## config.mk

```make
export PLATFORM = sky130hd
export DESIGN_NAME = i2c_eeprom_responder
export DESIGN_NICKNAME = d
export VERILOG_FILES = /design/src/rtl/i2c_eeprom_responder_pkg.sv /design/src/rtl/i2c_line_sync.sv /design/src/rtl/i2c_eeprom_responder.sv
export SDC_FILE = /design/constraint.sdc
export NUM_CORES = 2
export LEC_CHECK = 0
export CAP_MARGIN = 20
export CORE_MARGIN = 1.5
export CORE_UTILIZATION = 59
export DETAILED_ROUTE_END_ITERATION = 8
export DONT_BUFFER_PORTS = 1
export PLACE_DENSITY_LB_ADDON = 0.08
export SYNTH_ARGS = -nofsm -noshare
export SYNTH_HDL_FRONTEND = slang
export SYNTH_HIERARCHICAL = 1
export SYNTH_SLANG_ARGS = --single-unit
export TNS_END_PERCENT = 50
```

## constraint.sdc

```tcl
create_clock -name clk -period 6 [get_ports clk]
set_input_delay 0.9 -clock clk [delete_from_list [all_inputs] [get_ports clk]]
set_output_delay 0.9 -clock clk [all_outputs]
set_load 0.02 [all_outputs]
```

## src/rtl/i2c_eeprom_responder_pkg.sv

```systemverilog
// Shared definitions for the I2C EEPROM responder.
// Contents: the responder FSM state type, the ACK/NACK bit levels and a
// helper that advances the write pointer while keeping it inside a page.
package i2c_eeprom_responder_pkg;

    typedef enum logic [3:0] {
        ST_IDLE      = 4'd0,
        ST_DEV_ADDR  = 4'd1,
        ST_DEV_ACK   = 4'd2,
        ST_WORD_ADDR = 4'd3,
        ST_WORD_ACK  = 4'd4,
        ST_WR_DATA   = 4'd5,
        ST_WR_ACK    = 4'd6,
        ST_RD_DATA   = 4'd7,
        ST_RD_ACK    = 4'd8,
        ST_WAIT_STOP = 4'd9
    } state_t;

    localparam logic I2C_ACK  = 1'b0;
    localparam logic I2C_NACK = 1'b1;

    // The upper pointer bits select the page and are never touched.
    // Only the in-page bits (mask) count up and wrap.
    function automatic logic [7:0] page_inc(input logic [7:0] ptr, input logic [7:0] mask);
        return (ptr & ~mask) | ((ptr + 8'd1) & mask);
    endfunction

endpackage

```

## src/rtl/i2c_line_sync.sv

```systemverilog
// Input conditioning for the I2C responder.
// Purpose: synchronise the SCL/SDA pins into the clk domain and produce
// single-cycle event pulses.
// Ports:
//   clk, reset         system clock, async active-high reset
//   scl, sda           raw pin values
//   scl_rise/scl_fall  one-cycle pulses on synchronised SCL edges
//   start_det/stop_det one-cycle pulses on START (SDA fall, SCL high) and STOP (SDA rise, SCL high)
//   sda_bit            synchronised SDA, time-aligned with the pulses above
module i2c_line_sync #(
    parameter int unsigned SYNC_STAGES = 2
) (
    input  logic clk,
    input  logic reset,
    input  logic scl,
    input  logic sda,
    output logic scl_rise,
    output logic scl_fall,
    output logic start_det,
    output logic stop_det,
    output logic sda_bit
);

    logic [SYNC_STAGES-1:0] scl_sr;
    logic [SYNC_STAGES-1:0] sda_sr;
    logic scl_s;
    logic sda_s;
    logic scl_d;
    logic sda_d;

    assign scl_s = scl_sr[SYNC_STAGES-1];
    assign sda_s = sda_sr[SYNC_STAGES-1];

    // Reset to the idle bus level (both lines high) so releasing reset
    // never looks like a START or STOP.
    always_ff @(posedge clk or posedge reset) begin
        if (reset) begin
            scl_sr    <= '1;
            sda_sr    <= '1;
            scl_d     <= 1'b1;
            sda_d     <= 1'b1;
            scl_rise  <= 1'b0;
            scl_fall  <= 1'b0;
            start_det <= 1'b0;
            stop_det  <= 1'b0;
            sda_bit   <= 1'b1;
        end else begin
            scl_sr    <= (scl_sr << 1) | SYNC_STAGES'(scl);
            sda_sr    <= (sda_sr << 1) | SYNC_STAGES'(sda);
            scl_d     <= scl_s;
            sda_d     <= sda_s;
            scl_rise  <= scl_s & ~scl_d;
            scl_fall  <= ~scl_s & scl_d;
            // SCL must be high on both samples so an SDA change right at an
            // SCL edge is never mistaken for a bus condition.
            start_det <= scl_s & scl_d & sda_d & ~sda_s;
            stop_det  <= scl_s & scl_d & ~sda_d & sda_s;
            sda_bit   <= sda_s;
        end
    end

endmodule

```

## src/rtl/i2c_eeprom_responder.sv

```systemverilog
// I2C target emulating a 24xx-style 256-byte EEPROM.
// Purpose: answers page reads/writes from an I2C controller; memory can be
// preloaded from fabric while the bus is idle.
// Ports:
//   clk                 system clock (>= 20x SCL rate)
//   reset               async active-high reset (memory contents kept)
//   i_scl, i_sda        pin values
//   o_sda_t             1 = release SDA, 0 = pull SDA low (SCL never driven)
//   i_cfg_we/addr/data  fabric preload port, ignored while o_busy=1
//   o_busy              high from a matched address byte until STOP/abort
//   o_wr_done           one-cycle pulse at a STOP that ends a write of >= 1 byte
module i2c_eeprom_responder
    import i2c_eeprom_responder_pkg::*;
#(
    parameter logic [6:0]  DEV_ADDR    = 7'h50,
    parameter int unsigned PAGE_SIZE   = 8,
    parameter int unsigned SYNC_STAGES = 2
) (
    input  logic       clk,
    input  logic       reset,
    input  logic       i_scl,
    input  logic       i_sda,
    output logic       o_sda_t,
    input  logic       i_cfg_we,
    input  logic [7:0] i_cfg_addr,
    input  logic [7:0] i_cfg_data,
    output logic       o_busy,
    output logic       o_wr_done
);

    localparam logic [7:0] PAGE_MASK = 8'(PAGE_SIZE - 1);

    logic       scl_rise;
    logic       scl_fall;
    logic       start_det;
    logic       stop_det;
    logic       sda_bit;

    state_t     state;
    logic [2:0] bit_cnt;
    logic [7:0] shreg;
    logic [7:0] ptr;
    logic       rw_bit;
    logic       ack_on;
    logic       wrote;
    logic [7:0] byte_in;

    logic [7:0] mem [0:255];
    logic [7:0] rd_data;
    logic       i2c_we;
    logic       mem_we;
    logic [7:0] mem_addr;
    logic [7:0] mem_wdata;

    i2c_line_sync #(
        .SYNC_STAGES(SYNC_STAGES)
    ) u_line_sync (
        .clk       (clk),
        .reset     (reset),
        .scl       (i_scl),
        .sda       (i_sda),
        .scl_rise  (scl_rise),
        .scl_fall  (scl_fall),
        .start_det (start_det),
        .stop_det  (stop_det),
        .sda_bit   (sda_bit)
    );

    // Byte as it will look once the bit sampled on this SCL rise is shifted in.
    assign byte_in = {shreg[6:0], sda_bit};

    // Single write port: the I2C write happens at the ACK SCL rise and beats
    // a simultaneous preload; preload is only honoured while idle.
    always_comb begin
        i2c_we    = (state == ST_WR_ACK) && ack_on && scl_rise;
        mem_we    = i2c_we || (i_cfg_we && !o_busy);
        mem_addr  = i2c_we ? ptr   : i_cfg_addr;
        mem_wdata = i2c_we ? shreg : i_cfg_data;
    end

    // Memory has no reset. rd_data continuously follows mem[ptr] one clock
    // late, so a read byte is ready long before the FSM needs it.
    always_ff @(posedge clk) begin
        if (mem_we) begin
            mem[mem_addr] <= mem_wdata;
        end
        rd_data <= mem[ptr];
    end

    // Bus FSM. Bits are sampled on scl_rise; SDA is only changed on scl_fall.
    // Ack states use ack_on: first fall starts driving ACK, second fall ends it.
    always_ff @(posedge clk or posedge reset) begin
        if (reset) begin
            state     <= ST_IDLE;
            bit_cnt   <= 3'd0;
            shreg     <= 8'd0;
            ptr       <= 8'd0;
            rw_bit    <= 1'b0;
            ack_on    <= 1'b0;
            wrote     <= 1'b0;
            o_sda_t   <= 1'b1;
            o_busy    <= 1'b0;
            o_wr_done <= 1'b0;
        end else begin
            o_wr_done <= 1'b0;
            if (stop_det) begin
                state     <= ST_IDLE;
                o_sda_t   <= 1'b1;
                o_busy    <= 1'b0;
                ack_on    <= 1'b0;
                o_wr_done <= wrote;
                wrote     <= 1'b0;
            end else if (start_det) begin
                // Repeated START keeps ptr for current-address / random reads.
                state   <= ST_DEV_ADDR;
                bit_cnt <= 3'd0;
                o_sda_t <= 1'b1;
                ack_on  <= 1'b0;
                wrote   <= 1'b0;
            end else begin
                case (state)
                    ST_IDLE: begin
                    end

                    ST_DEV_ADDR: begin
                        if (scl_rise) begin
                            shreg   <= byte_in;
                            bit_cnt <= bit_cnt + 3'd1;
                            if (bit_cnt == 3'd7) begin
                                if (byte_in[7:1] == DEV_ADDR) begin
                                    state  <= ST_DEV_ACK;
                                    o_busy <= 1'b1;
                                    rw_bit <= byte_in[0];
                                end else begin
                                    state  <= ST_IDLE;
                                    o_busy <= 1'b0;
                                end
                            end
                        end
                    end

                    ST_DEV_ACK: begin
                        if (scl_fall) begin
                            if (!ack_on) begin
                                o_sda_t <= I2C_ACK;
                                ack_on  <= 1'b1;
                            end else begin
                                ack_on  <= 1'b0;
                                bit_cnt <= 3'd0;
                                if (rw_bit) begin
                                    state   <= ST_RD_DATA;
                                    o_sda_t <= shreg[7];
                                    shreg   <= {shreg[6:0], 1'b0};
                                end else begin
                                    state   <= ST_WORD_ADDR;
                                    o_sda_t <= 1'b1;
                                end
                            end
                        end else if (scl_rise && ack_on && rw_bit) begin
                            // Preload the first read byte during the ACK clock.
                            shreg <= rd_data;
                        end
                    end

                    ST_WORD_ADDR: begin
                        if (scl_rise) begin
                            shreg   <= byte_in;
                            bit_cnt <= bit_cnt + 3'd1;
                            if (bit_cnt == 3'd7) begin
                                ptr   <= byte_in;
                                state <= ST_WORD_ACK;
                            end
                        end
                    end

                    ST_WORD_ACK, ST_WR_ACK: begin
                        if (scl_fall) begin
                            if (!ack_on) begin
                                o_sda_t <= I2C_ACK;
                                ack_on  <= 1'b1;
                            end else begin
                                ack_on  <= 1'b0;
                                bit_cnt <= 3'd0;
                                o_sda_t <= 1'b1;
                                state   <= ST_WR_DATA;
                            end
                        end else if (scl_rise && ack_on && (state == ST_WR_ACK)) begin
                            ptr   <= page_inc(ptr, PAGE_MASK);
                            wrote <= 1'b1;
                        end
                    end

                    ST_WR_DATA: begin
                        if (scl_rise) begin
                            shreg   <= byte_in;
                            bit_cnt <= bit_cnt + 3'd1;
                            if (bit_cnt == 3'd7) begin
                                state <= ST_WR_ACK;
                            end
                        end
                    end

                    ST_RD_DATA: begin
                        if (scl_fall) begin
                            o_sda_t <= shreg[7];
                            shreg   <= {shreg[6:0], 1'b0};
                        end else if (scl_rise) begin
                            bit_cnt <= bit_cnt + 3'd1;
                            if (bit_cnt == 3'd7) begin
                                state <= ST_RD_ACK;
                                ptr   <= ptr + 8'd1;
                            end
                        end
                    end

                    ST_RD_ACK: begin
                        if (scl_fall) begin
                            o_sda_t <= 1'b1;
                        end else if (scl_rise) begin
                            if (sda_bit == I2C_NACK) begin
                                state <= ST_WAIT_STOP;
                            end else begin
                                shreg   <= rd_data;
                                bit_cnt <= 3'd0;
                                state   <= ST_RD_DATA;
                            end
                        end
                    end

                    ST_WAIT_STOP: begin
                    end

                    default: begin
                        state <= ST_IDLE;
                    end
                endcase
            end
        end
    end

endmodule

```

== Word level (Yosys, flattened, before mapping) ==
Memory sizes are Yosys's and may differ from the RTL's. A register that Yosys moved wholly into a read port is not among the register bits.
Cells that the tools add are included.

* $add $sub $neg: 2
* Eq/ne operators: 52
* Bitwise operators: 16
* Multiplexer cells: 79
* Order comparisons: 0
* Shifts and indexed selects: 0
* Div/mod/pow operators: 0
* Multipliers: 0
* Reduce and logical (&&, ||, !) cells: 33

{| class="wikitable"
|+ Operators with widths
! operator !! number
|-
| 8-bit 2-to-1 mux || 18
|-
| 4-bit 2-to-1 mux || 18
|-
| 4-bit by 1-bit != test with 1-bit output, second input constant || 9
|-
| 4-bit one-hot mux with 8 select lines || 1
|-
| 8-bit one-hot mux with 4 select lines || 1
|-
| 1-bit 2-to-1 mux || 28
|-
| 3-bit 2-to-1 mux || 9
|-
| 4-bit by 2-bit != test with 1-bit output, second input constant || 6
|-
| 8-bit one-hot mux with 3 select lines || 1
|-
| 4-bit by 3-bit equality test with 1-bit output, second input constant || 4
|-
| 2-bit != test, second input constant || 8
|-
| 16-bit AND reduction || 1
|-
| 3-bit != test, second input constant || 5
|-
| 3-bit nonzero test || 5
|-
| 3-bit by 1-bit != test with 1-bit output, second input constant || 4
|-
| 3-bit one-hot mux with 4 select lines || 1
|-
| 11-bit AND reduction || 1
|-
| 2-bit by 1-bit != test with 1-bit output, second input constant || 5
|-
| 10-bit AND reduction || 1
|-
| 8-bit by 1-bit adder with 8-bit output, second input constant || 1
|-
| 4-bit by 2-bit equality test with 1-bit output, second input constant || 2
|-
| 4-bit equality test, second input constant || 2
|-
| 4-bit != test, second input constant || 2
|-
| 8-bit by 3-bit OR with 8-bit output || 1
|-
| other kinds (26) || 48
|}

* Latch bits: 0
* RAM bits: 2048
* Output and inout port bits: 3
* Input port bits: 21
* Memories kept: 1
* Memory bits (read-only): 0
* Logic and storage cells: 201
* Bits in registers: 39

{| class="wikitable"
|+ Memory list
! memory !! words !! bits a word !! rd ports !! clocked after memory_dff !! write ports !! RTL line !! source
|-
| mem || 256 || 8 || 1 || 1 || 1 || i2c_eeprom_responder.sv:48 || <nowiki>logic [7:0] mem [0:255];</nowiki>
|}

== Logic depth before layout (Yosys ltp) ==
* Depth after elaboration: 7
* Gate-level depth with buffers: 12
* Depth with buffers taken out: 8

== By module ==
Netlist, hierarchy kept.

{| class="wikitable"
|+ Modules (own cells, without submodules)
! module !! instances !! cells each !! sequential area each (µm²) !! area each (µm²)
|-
| i2c_eeprom_responder || 1 || 4023 || 62386.1 || 81846.0
|-
| i2c_line_sync || 1 || 15 || 257.7 || 294.0
|}

== Worst setup path after synthesis ==
Ideal clock, no wire load.

* Kind: reg-to-reg
* Start point: reg state[2]
* End point: mem mem[0][2], data pin
* Path slack: 0.779 ns
* Buffers on the path: 5
* Period minus slack after synthesis: 5.221 ns
* Library setup time: 0.824 ns
* Stages on the path, launching flop included: 10
* Required time: 5.176 ns
* Data arrival time: 4.397 ns
* Cells stage by stage: dfrtp_1 -> buf_4 -> and2_1 -> buf_6 -> and4_4 -> buf_6 -> buf_6 -> buf_2 -> nand2_1 -> nand2_1

* Longest elaborated chain between the ends: 4

{| class="wikitable"
|+ RTL lines
! item !! RTL line !! source
|-
| start, declared || i2c_eeprom_responder.sv:39 || <nowiki>state_t state;</nowiki>
|-
| start signal, assigned || i2c_eeprom_responder.sv:94 || <nowiki>state <= ST_IDLE;</nowiki>
|-
| start signal, assigned || i2c_eeprom_responder.sv:107 || <nowiki>state <= ST_IDLE;</nowiki>
|-
| start signal, assigned || i2c_eeprom_responder.sv:115 || <nowiki>state <= ST_DEV_ADDR;</nowiki>
|-
| 4-bit by 3-bit equality test with 1-bit output || i2c_eeprom_responder.sv:75 || <nowiki>i2c_we = (state == ST_WR_ACK) && ack_on && scl_rise;</nowiki>
|-
| 1-bit logical AND (2 in series) || i2c_eeprom_responder.sv:75 ||
|-
| 8-bit 2-to-1 mux || i2c_eeprom_responder.sv:78 || <nowiki>mem_wdata = i2c_we ? shreg : i_cfg_data;</nowiki>
|-
| named net mem_wdata[2] || i2c_eeprom_responder.sv:53 || <nowiki>logic [7:0] mem_wdata;</nowiki>
|-
| end, declared || i2c_eeprom_responder.sv:48 ||
|}

The timed path passes the listed nets, and every way through them passes these cells.

==> impl_results.md <==
- Core region area: about 0.14 mm²
- Critical path buffers and inverters: 2
- Net count after synthesis: between 4000 and 5000
- Required @ worst endpoint: about 6.7 ns
- Top cell by count, worst path: sky130_fd_sc_hd__buf_12
- Cts bufs inserted: approximately 200
- Number of vias in the routed layout: approximately 40000
- Number of global-route vias before repair: roughly 40000
- Yosys top cell area share: 74.9%
- Placement-stage worst setup slack: 1.66 ns
- Pin count of the biggest net entering global routing: 164
- I/O Buffers: 0
- Maximum clock path buffer count: 3
- Least setup slack across all paths after layout: between 1.5 and 2 ns
- Clock input transition at the sequential cells of the worst setup and hold paths: ~0.060 ns
- Leakage power of the design: approximately 27 nW
- Depth of the CTS H-tree: 4
- Avg Synthesized Cell Area: 20.3 µm²
- Ant. Diodes: 0
- Final standard cell utilization of the core: between 60% and 70%
- Proportion of synthesized chip area in sequential cells: 76.3%
- Post-layout minimum cycle time: ~4.4 ns
- Total placed instance area: between 0.08 and 0.09 mm²
- Number of DRC violations after detailed routing: 0
- Horiz. Die Dim: 376 µm
- Clock latency at the later pin of the worst-skew pair: 0.82 ns
- VDD IR-drop max: between 0.0003 and 0.0004 V
- Average detailed-routed wire length per instance: between 30 and 40 µm
- Synth area leaders: sky130_fd_sc_hd__edfxtp_1 (75%), sky130_fd_sc_hd__mux4_2 (12%), sky130_fd_sc_hd__mux2i_1 (2.0%)
- Ratio of routed vias to standard cells: around 6.7
- Chip Height: about 380 µm
- Max-slew headroom at the worst pin: 17.3%
- Startpoint class of the critical path: register
- Setup-violating endpoint count in the final report: 0
- Number of top-level design ports: 24
- Path type of the worst min-delay path: input pin to async pin
- Synth async-reset ratio: ~1.9%
- HPWL after detailed placement: between 100000 and 150000 µm
- Library cell with the highest instance count after synthesis: sky130_fd_sc_hd__edfxtp_1
- Post-synth top area cell: sky130_fd_sc_hd__edfxtp_1
- Transition time at the pin with the least slew margin: 1.23 ns
- Flops & latches, synth: 2095
- Leading cell types by count after synthesis: sky130_fd_sc_hd__edfxtp_1 (2048), sky130_fd_sc_hd__mux4_2 (435), sky130_fd_sc_hd__nor2_1 (283), sky130_fd_sc_hd__a22oi_1 (178), sky130_fd_sc_hd__mux2i_1 (167)
- Ratio of cells with drive above 1 in the final layout: a little over a fifth
- Crit. End Element: register
- Cell row count: 136
- Power Density: 322 mW/mm²
- Non-filler instance count after layout: about 6000
- Global placer's final weighted congestion: slightly below 0.9
- Count of filler cells inserted in the layout: approximately 9000
- Number of iterations in the first detailed-routing pass: 6
- Total Routing Usage GR: 28.5%
- Sum of overflow across all layers after global routing: 0
- Highest-delay cell along the critical path: sky130_fd_sc_hd__dfrtp_4
- Number of DRC violations after detailed-routing iteration 0: roughly 4700
- Final hold slack: approximately 0.050 ns
- Number of warnings printed during yosys synthesis: 6
- Final count of hold timing violations: 0
- TritonCTS Sinks: roughly 2100
- Post-Synthesis Cell Area: between 0.08 and 0.09 mm²
- Final TNS setup: 0 ns
- Count of buffers added by post-CTS timing repair for setup: 0
- Type of the worst setup path: register to register
- Max-cap violation count: 0
- Number of standard cells after synthesis: a little over 4000
- Remaining number of nets flagged by the antenna check after routing: 0
- Initial Util: about three fifths
- Clock Tree Root: sky130_fd_sc_hd__clkbuf_16
- Worst-path cell chain: buf_12 -> buf_12 -> mux4_2 -> a22oi_1 -> a21oi_1 -> a211o_1 -> o22ai_1 -> nor3_2
- Die Outline Area: 0.141 mm²
- Number of antenna violations at the first check in global routing: 4
- Layout Skew: about 0.032 ns
- Crit Path Max Fanout: 64
- Worst path max stage delay: 0.97 ns
- Maximum clock frequency: 0.229 GHz
- Number of cells after detailed placement: between 5000 and 6000
- Wire length of the first global-routing pass: 286000 µm
- Count of different cell masters after synthesis: 81
- Gate family responsible for the most delay along the worst path: compound AO/OA/AOI/OAI gates
- Area Overhead vs Synth: 10.2%
- CTS tree: done
- Top FF cell, synth: sky130_fd_sc_hd__edfxtp_1
- Post-synth EDFFs: 2048
- Arrival time at the worst endpoint: around 5.0 ns
- Pwr Total: a little under 30 mW
- RSZ-0062 raised after global routing: false
- Wirelength, routed: ~200000 µm
- Number of nets in the layout: between 4000 and 5000
- Final Instance Area: 0.0905 mm²
- Max-slew violation count: 0
- Fraction of the cycle the final worst path needs: about 73%
- Result of the run: finished clean
-- kinds of logic after synthesis --
group           synth area share [%]
compound gates                  4.20
flops                           76.3
buf+inv                         1.96
mux                             14.4
xor+xnor                      0.0213
fa+ha+maj                     0.0579
simple gates                    3.12
-- registers in the layout, indices dropped and copies added (netlist names), 2 cells and up --
name                cells
mem                  2048
ptr                     8
rd_data                 8
shreg                   8
state                   4
bit_cnt                 3
u_line_sync/scl_sr      2
u_line_sync/sda_sr      2
-- cell usage in the layout (no fill, tap or decap), types with 51 or more instances in the layout --
cell type and n:
sky130_fd_sc_hd__nand2_1 73, sky130_fd_sc_hd__mux2i_1 167, sky130_fd_sc_hd__clkinv_1 51, sky130_fd_sc_hd__nor2_1 281, sky130_fd_sc_hd__mux4_2 435, sky130_fd_sc_hd__clkbuf_16 204, sky130_fd_sc_hd__buf_4 66, sky130_fd_sc_hd__edfxtp_1 2048
sky130_fd_sc_hd__a21oi_1 128, sky130_fd_sc_hd__a22oi_1 178
-- power breakdown --
part	internal, mW	switching (mW)	total, mW	leakage [nW]
Clock	7.23	5.35	12.6	3.20
Combinational	0.0644	0.349	0.414	4.88
Sequential	16.1	0.0397	16.1	19.0
Total	23.4	5.74	29.1	27.1
-- worst register-to-register path: stages (launching register included) --
cell	delay (ns)
sky130_fd_sc_hd__dfrtp_4	0.97
sky130_fd_sc_hd__buf_12	0.37
sky130_fd_sc_hd__buf_12	0.51
sky130_fd_sc_hd__mux4_2	0.70
sky130_fd_sc_hd__a22oi_1	0.31
sky130_fd_sc_hd__a21oi_1	0.21
sky130_fd_sc_hd__a211o_1	0.37
sky130_fd_sc_hd__o22ai_1	0.72
sky130_fd_sc_hd__nor3_2	0.07
-- worst paths after layout --
path | start | to | slack (ns) | cells after the start
max in group asynchronous | reset | u_line_sync/scl_d | 5.22 | 2
worst min register to register | u_line_sync/scl_sr[0] | u_line_sync/scl_sr[1] | 0.36 | 0
min in group clk | i_scl | u_line_sync/scl_sr[0] | 0.07 | 0
worst min-delay path | reset | state[3] | 0.05 | 2
worst max-delay path | ptr[0] | rd_data[7] | 1.64 | 8
worst max register to register | ptr[0] | rd_data[7] | 1.64 | 8
-- metal layers --
layer / track usage, % / part of all wire (%) / vias up
met4: 9.30 / 3.2 / 8
met5: 0 / 0.030 / -
li1: - / - / 16800
met2: 44.9 / 48 / 1901
met3: 5.73 / 8.4 / 334
met1: 40.6 / 40 / 21400
-- timing repair --
action,CTS,global route
endpoints found under the hold margin,4,0
hold buffers,1,0
resized for setup,0,0
-- area by class of cell --
class | count | area, µm² | share of cell area [%]
clock buffers | 241 | 5260 | 5.82
clock inverters | 132 | 1270 | 1.41
inverters | 14 | 52.6 | 0.0581
multi-input cells | 1678 | 18000 | 19.9
flip-flops and latches | 2095 | 62700 | 69.2
well taps | 1794 | 2240 | 2.48
repair buffers | 95 | 993 | 1.10
No activity file was read; power rests on OpenSTA's default activity.
